## src/rtl/seg7_pkg.sv

```systemverilog
// Shared constants for the seven-segment scan controller: FSM encoding and
// segment patterns in {a,b,c,d,e,f,g} order, active-high.
package seg7_pkg;

  typedef logic [1:0] state_t;

  localparam state_t ST_IDLE  = 2'd0;
  localparam state_t ST_SHOW  = 2'd1;
  localparam state_t ST_BLANK = 2'd2;

  localparam logic [6:0] SEG_BLANK = 7'b0000000;
  localparam logic [6:0] SEG_0     = 7'b1111110;
  localparam logic [6:0] SEG_1     = 7'b0110000;
  localparam logic [6:0] SEG_2     = 7'b1101101;
  localparam logic [6:0] SEG_3     = 7'b1111001;
  localparam logic [6:0] SEG_4     = 7'b0110011;
  localparam logic [6:0] SEG_5     = 7'b1011011;
  localparam logic [6:0] SEG_6     = 7'b1011111;
  localparam logic [6:0] SEG_7     = 7'b1110000;
  localparam logic [6:0] SEG_8     = 7'b1111111;
  localparam logic [6:0] SEG_9     = 7'b1111011;

endpackage

```

## src/rtl/seg7_decoder.sv

```systemverilog
// Combinational BCD-to-segment decoder; non-decimal codes render dark.
module seg7_decoder
  import seg7_pkg::*;
(
  input  logic [3:0] bcd,
  output logic [6:0] seg
);

  always_comb begin
    case (bcd)
      4'd0:    seg = SEG_0;
      4'd1:    seg = SEG_1;
      4'd2:    seg = SEG_2;
      4'd3:    seg = SEG_3;
      4'd4:    seg = SEG_4;
      4'd5:    seg = SEG_5;
      4'd6:    seg = SEG_6;
      4'd7:    seg = SEG_7;
      4'd8:    seg = SEG_8;
      4'd9:    seg = SEG_9;
      default: seg = SEG_BLANK;
    endcase
  end

endmodule

```

## src/rtl/seven_segment_scan_controller.sv

```systemverilog
// Time-multiplexed N-digit seven-segment driver with a double-buffered BCD
// word, dwell/blank scan timing and optional leading-zero suppression.
module seven_segment_scan_controller
  import seg7_pkg::*;
#(
  parameter int NUM_DIGITS   = 4,
  parameter int DWELL_CYCLES = 50000,
  parameter int BLANK_CYCLES = 2
) (
  input  logic                    clk,
  input  logic                    rst,
  input  logic                    enable,
  input  logic                    lz_suppress,
  input  logic                    load_valid,
  output logic                    load_ready,
  input  logic [4*NUM_DIGITS-1:0] load_data,
  output logic [6:0]              seg,
  output logic [NUM_DIGITS-1:0]   an,
  output logic                    frame_done
);

  localparam int DATA_W  = 4 * NUM_DIGITS;
  localparam int MAX_CNT = (DWELL_CYCLES > BLANK_CYCLES) ? DWELL_CYCLES : BLANK_CYCLES;
  localparam int CNT_W   = $clog2(MAX_CNT + 1);
  localparam int IDX_W   = $clog2(NUM_DIGITS);

  localparam logic [CNT_W-1:0] DWELL_LAST = CNT_W'(DWELL_CYCLES - 1);
  localparam logic [CNT_W-1:0] BLANK_LAST = CNT_W'((BLANK_CYCLES > 0) ? BLANK_CYCLES - 1 : 0);
  localparam logic [IDX_W-1:0] IDX_LAST   = IDX_W'(NUM_DIGITS - 1);

  state_t                  state_q, state_d;
  logic [IDX_W-1:0]        idx_q, idx_d;
  logic [CNT_W-1:0]        cnt_q, cnt_d;
  logic [DATA_W-1:0]       pending_q, pending_d;
  logic                    pending_full_q, pending_full_d;
  logic [DATA_W-1:0]       display_q, display_d;
  logic [6:0]              seg_q, seg_d;
  logic [NUM_DIGITS-1:0]   an_q, an_d;
  logic                    frame_done_q, frame_done_d;

  logic                    wrap;
  logic                    transfer;
  logic                    accept;
  logic                    all_zero;
  logic [NUM_DIGITS-1:0]   lz_blank;
  logic [3:0]              cur_nibble;
  logic [6:0]              dec_seg;

  always_comb begin
    state_d = state_q;
    idx_d   = idx_q;
    cnt_d   = cnt_q + CNT_W'(1);
    wrap    = 1'b0;
    if (!enable) begin
      state_d = ST_IDLE;
      idx_d   = '0;
      cnt_d   = '0;
    end else begin
      case (state_q)
        ST_IDLE: begin
          state_d = ST_SHOW;
          idx_d   = '0;
          cnt_d   = '0;
        end
        ST_SHOW: begin
          if (cnt_q == DWELL_LAST) begin
            cnt_d = '0;
            if (BLANK_CYCLES == 0) begin
              wrap  = (idx_q == IDX_LAST);
              idx_d = wrap ? '0 : idx_q + IDX_W'(1);
            end else begin
              state_d = ST_BLANK;
            end
          end
        end
        ST_BLANK: begin
          if (cnt_q == BLANK_LAST) begin
            cnt_d   = '0;
            state_d = ST_SHOW;
            wrap    = (idx_q == IDX_LAST);
            idx_d   = wrap ? '0 : idx_q + IDX_W'(1);
          end
        end
        default: begin
          state_d = ST_IDLE;
          idx_d   = '0;
          cnt_d   = '0;
        end
      endcase
    end
  end

  // Display only changes between frames (or while dark) so a word never tears.
  always_comb begin
    transfer       = pending_full_q && ((state_q == ST_IDLE) || wrap);
    accept         = load_valid && !pending_full_q;
    pending_d      = accept ? load_data : pending_q;
    display_d      = transfer ? pending_q : display_q;
    pending_full_d = accept ? 1'b1 : (transfer ? 1'b0 : pending_full_q);
  end

  always_comb begin
    lz_blank   = '0;
    all_zero   = 1'b1;
    cur_nibble = '0;
    for (int i = NUM_DIGITS - 1; i >= 0; i--) begin
      all_zero    = all_zero && (display_d[4*i +: 4] == 4'd0);
      lz_blank[i] = lz_suppress && (i != 0) && all_zero;
      if (idx_d == IDX_W'(i)) cur_nibble = display_d[4*i +: 4];
    end
  end

  seg7_decoder u_decoder (
    .bcd (cur_nibble),
    .seg (dec_seg)
  );

  // Outputs are registered from next-state values so they track the FSM edge-for-edge.
  always_comb begin
    an_d         = '0;
    seg_d        = SEG_BLANK;
    frame_done_d = wrap;
    if (state_d == ST_SHOW) begin
      an_d = NUM_DIGITS'(1) << idx_d;
      if (!lz_blank[idx_d]) seg_d = dec_seg;
    end
  end

  always_ff @(posedge clk or posedge rst) begin
    if (rst) begin
      state_q        <= ST_IDLE;
      idx_q          <= '0;
      cnt_q          <= '0;
      pending_q      <= '0;
      pending_full_q <= 1'b0;
      display_q      <= '0;
      seg_q          <= SEG_BLANK;
      an_q           <= '0;
      frame_done_q   <= 1'b0;
    end else begin
      state_q        <= state_d;
      idx_q          <= idx_d;
      cnt_q          <= cnt_d;
      pending_q      <= pending_d;
      pending_full_q <= pending_full_d;
      display_q      <= display_d;
      seg_q          <= seg_d;
      an_q           <= an_d;
      frame_done_q   <= frame_done_d;
    end
  end

  assign seg        = seg_q;
  assign an         = an_q;
  assign frame_done = frame_done_q;
  assign load_ready = !pending_full_q;

endmodule

```

## config.mk

```make
export PLATFORM = sky130hd
export DESIGN_NAME = seven_segment_scan_controller
export DESIGN_NICKNAME = d
export VERILOG_FILES = /design/src/rtl/seg7_pkg.sv /design/src/rtl/seg7_decoder.sv /design/src/rtl/seven_segment_scan_controller.sv
export SDC_FILE = /design/constraint.sdc
export NUM_CORES = 1
export LEC_CHECK = 0
export ABC_AREA = 1
export CORE_UTILIZATION = 51
export DETAILED_ROUTE_END_ITERATION = 8
export GPL_TIMING_DRIVEN = 0
export PLACE_DENSITY = 0.72
export RECOVER_POWER = 100
export SETUP_SLACK_MARGIN = 0.15
export SLEW_MARGIN = 10
export SYNTH_ARGS = -nofsm -noshare
export SYNTH_HDL_FRONTEND = slang
export SYNTH_HIERARCHICAL = 1
export SYNTH_SLANG_ARGS = --single-unit
export TNS_END_PERCENT = 50
```

## constraint.sdc

```tcl
create_clock -name clk -period 2.6 [get_ports clk]
set_clock_uncertainty 0.1 [all_clocks]
set_input_delay 0.39 -clock clk [delete_from_list [all_inputs] [get_ports clk]]
set_output_delay 0.39 -clock clk [all_outputs]
set_load 0.02 [all_outputs]
```

==> results.sh <==
export IMPL_drcViolationCount=8
export IMPL_crit_fanout=4
export IMPL_placementRows=29
export IMPL_rrSetupSlack_ps=-230
export IMPL_place_hpwl_um=4510
export IMPL_num_fill_cells=512
export IMPL_synth_top_area_cell="dfrtp_1"
export IMPL_rr_startpoint="cnt_q[0]"
export IMPL_synth_seq_cells=65
export IMPL_syn_inst=405
export IMPL_start_kind="register"
export IMPL_drv_cap=0
export IMPL_finalCritPeriodShare=1.09
export IMPL_dp_cells=515
export IMPL_post_route_min_period_ps=2830
export IMPL_crit_slowest_cell="dfrtp_1"
export IMPL_arrival_ps=3020
export IMPL_dr_pass1_iters=7
export IMPL_relSlewSlack=0.124
export IMPL_netlist_area_um2=3430
export IMPL_cts_root_buf="clkbuf_8"
export IMPL_final_common_cell="nand2_1"
export IMPL_synth_top_area_frac=0.474
export IMPL_synth_avg_cell_area_um2=8.46
export IMPL_worstRegToRegCells=20
export IMPL_required_ps=2790
export IMPL_max_freq_ghz=0.354
export IMPL_layout_drive_gt1_share=0.319
export IMPL_cts_tree="yes"
export IMPL_final_nets=533
export IMPL_grt_max_degree=66
export IMPL_area_delta_synth_final_pct=32.4
export IMPL_port_buffers=33
export IMPL_critPathKind="reg2reg"
export IMPL_synth_cell_types=32
export IMPL_coreArea_um2=6420
export IMPL_power_leakage_nw=2.32
export IMPL_finalSetupViolCount=9
export IMPL_syn_nets=439
export IMPL_rr_endpoint="frame_done"
export IMPL_pin_count=34
export IMPL_grt_first_pass_wirelength_um=12500
export IMPL_max_stage_delay_ps=410
export IMPL_cts_sinks=65
export IMPL_worst_slew_pin_slew_ps=1310
export IMPL_drt_iter0_drc=99
export IMPL_slew_violations=0
export IMPL_clockBufferDepth=2
export IMPL_power_density_nw_per_um2=666
export IMPL_cts_htree_levels=3
export IMPL_numCtsBuffers=9
export IMPL_die_w_um=84.0
export IMPL_die_area_um2=7050
export IMPL_cts_hold_buffers_added=0
export IMPL_clk_latency_ps=350
export IMPL_ir_worst_vdd_v=0.000373
export IMPL_mostFrequentLayoutCells="nand2_1, dfrtp_1, inv_1, buf_4, nor2_1"
export IMPL_totalWireLength_um=7300
export IMPL_wl_per_cell_um=12.6
export IMPL_grt_pass1_vias=2791
export IMPL_initial_core_util=0.534
export IMPL_num_vias=2848
export IMPL_grt_overflow=0
export IMPL_final_cell_count_no_fill=581
export IMPL_rsz0062_at_grt="true"
export IMPL_ys_top_cells_by_area="dfrtp_1, nand2_1, inv_1"
export IMPL_setup_ws_ps=-229
export IMPL_failed_checks="design-rule violations, negative setup slack"
export IMPL_diodes=0
export IMPL_clk_pin_slew_worst_paths_ps=70
export IMPL_endpoint_kind="register"
export IMPL_cp_common_cell="buf_4"
export IMPL_p_total_mw=3.02
export IMPL_worstHoldPathCells=2
export IMPL_outcome="finished with violations"
export IMPL_path_cells="ha_2 > inv_2 > nor2_4 > nand2_2 > nor2_2 > nand3_2 > buf_4 > buf_4 > buf_4 > buf_4 > buf_4 > buf_4 > buf_4 > buf_4 > buf_4 > buf_4 > buf_4 > buf_4 > buf_4 > inv_1"
export IMPL_routabilityCongestion=0.795
export IMPL_critPathLaunch="cnt_q[0]"
export IMPL_critPathCapture="frame_done"
export IMPL_ant_nets=0
export IMPL_ys_seq_area_frac=0.474
export IMPL_hold_path_class="reg2reg"
export IMPL_grt_usage=0.227
export IMPL_dieHeight_um=84.0
export IMPL_antenna_found_initial=0
export IMPL_avgViaCountPerCell=4.90
export IMPL_ys_warn_count=6
export IMPL_hold_viol=0
[Yosys cell counts, drive strengths merged]
| cell type | number |
|---|---|
| and3 | 1 |
| nor4 | 1 |
| nor3 | 7 |
| xnor2 | 1 |
| o21ai | 6 |
| a21oi | 10 |
| nand3 | 35 |
| clkbuf | 2 |
| a31oi | 2 |
| nand3b | 1 |
| buf | 5 |
| o21a | 1 |
| dfrtp | 65 |
| xor2 | 4 |
| nand2 | 118 |
| nand4 | 4 |
| inv | 64 |
| mux2 | 13 |
| ha | 13 |
| nor2 | 52 |
[per-stage QoR]
| stage | worst slack [ps] | util | hold slack (ps) | TNS [ps] | cell area [um^2] |
|---|---|---|---|---|---|
| global placement | -587 | 0.605 | 367 | -40500 | 3880 |
| finish | -229 | 0.707 | 398 | -1070 | 4540 |
| floorplan | 12.7 | - | 344 | 0 | 3460 |
| global route | -404 | 0.707 | 422 | -2810 | 4540 |
| CTS | -71.7 | 0.689 | 398 | -336 | 4420 |
| detailed placement | -457 | 0.605 | 377 | -2670 | 3880 |
[power breakdown]
group          total [mW]  internal (mW)  switching [mW]
clock               0.739          0.339           0.401
combinational        1.03          0.475           0.557
sequential           1.25           1.18          0.0739
[worst min path at each step]
stage	from	to
floorplan	display_q[0]	display_q[0]
global placement	display_q[3]	display_q[3]
detailed placement	display_q[3]	display_q[3]
CTS	display_q[3]	display_q[3]
global route	display_q[7]	display_q[7]
finish	display_q[3]	display_q[3]
[per-layer routing]
| layer | up-vias | part of all wire | GRT usage |
|---|---|---|---|
| met5 | - | 0 | 0 |
| met4 | 0 | 0.021 | 0.110 |
| met3 | 12 | 0.041 | 0.0435 |
| met2 | 70 | 0.49 | 0.364 |
| met1 | 1324 | 0.45 | 0.296 |
| li1 | 1442 | - | - |
[cell families after synthesis]
family | share of synthesized area
buffers and inverters | 0.0880
flip-flops | 0.474
AND/OR/NAND/NOR | 0.304
adder cells (fa/ha/maj) | 0.0474
XOR/XNOR | 0.0128
AO/OA/AOI/OAI | 0.0303
multiplexers | 0.0427
[state kept, by name, summed over array words and instances (netlist names)]
| register | cells |
|---|---|
| state_q | 2 |
| cnt_q | 16 |
| seg | 7 |
| frame_done | 1 |
| pending_q | 16 |
| idx_q | 2 |
| display_q | 16 |
| pending_full_q | 1 |
| an | 4 |
[worst max-delay path, delay by kind of cell (launching register included)]
family                   cells  cell delay (ps)
buffers and inverters       15             1700
adder cells (fa/ha/maj)      1              200
flip-flops                   1              410
AND/OR/NAND/NOR              4              370
[layout make-up]
type / instances / area, um^2 / share of cell area
Sequential cell: 65 / 1630 / 0.358
Inverter: 64 / 248 / 0.0546
Multi-Input combinational cell: 269 / 1630 / 0.359
Timing Repair Buffer: 83 / 709 / 0.156
Buffer: 7 / 68.8 / 0.0152
Tap cell: 77 / 96.3 / 0.0212
Clock buffer: 10 / 128 / 0.0281
Clock inverter: 6 / 35.0 / 0.00772
[what timing repair did]
item	4_1_cts	5_1_grt
gates cloned	0	0
pin swaps	19	12
setup buffers	44	6
setup endpoints to repair	7	9
resized for setup	15	24
Power figures use the tool's default switching activity.
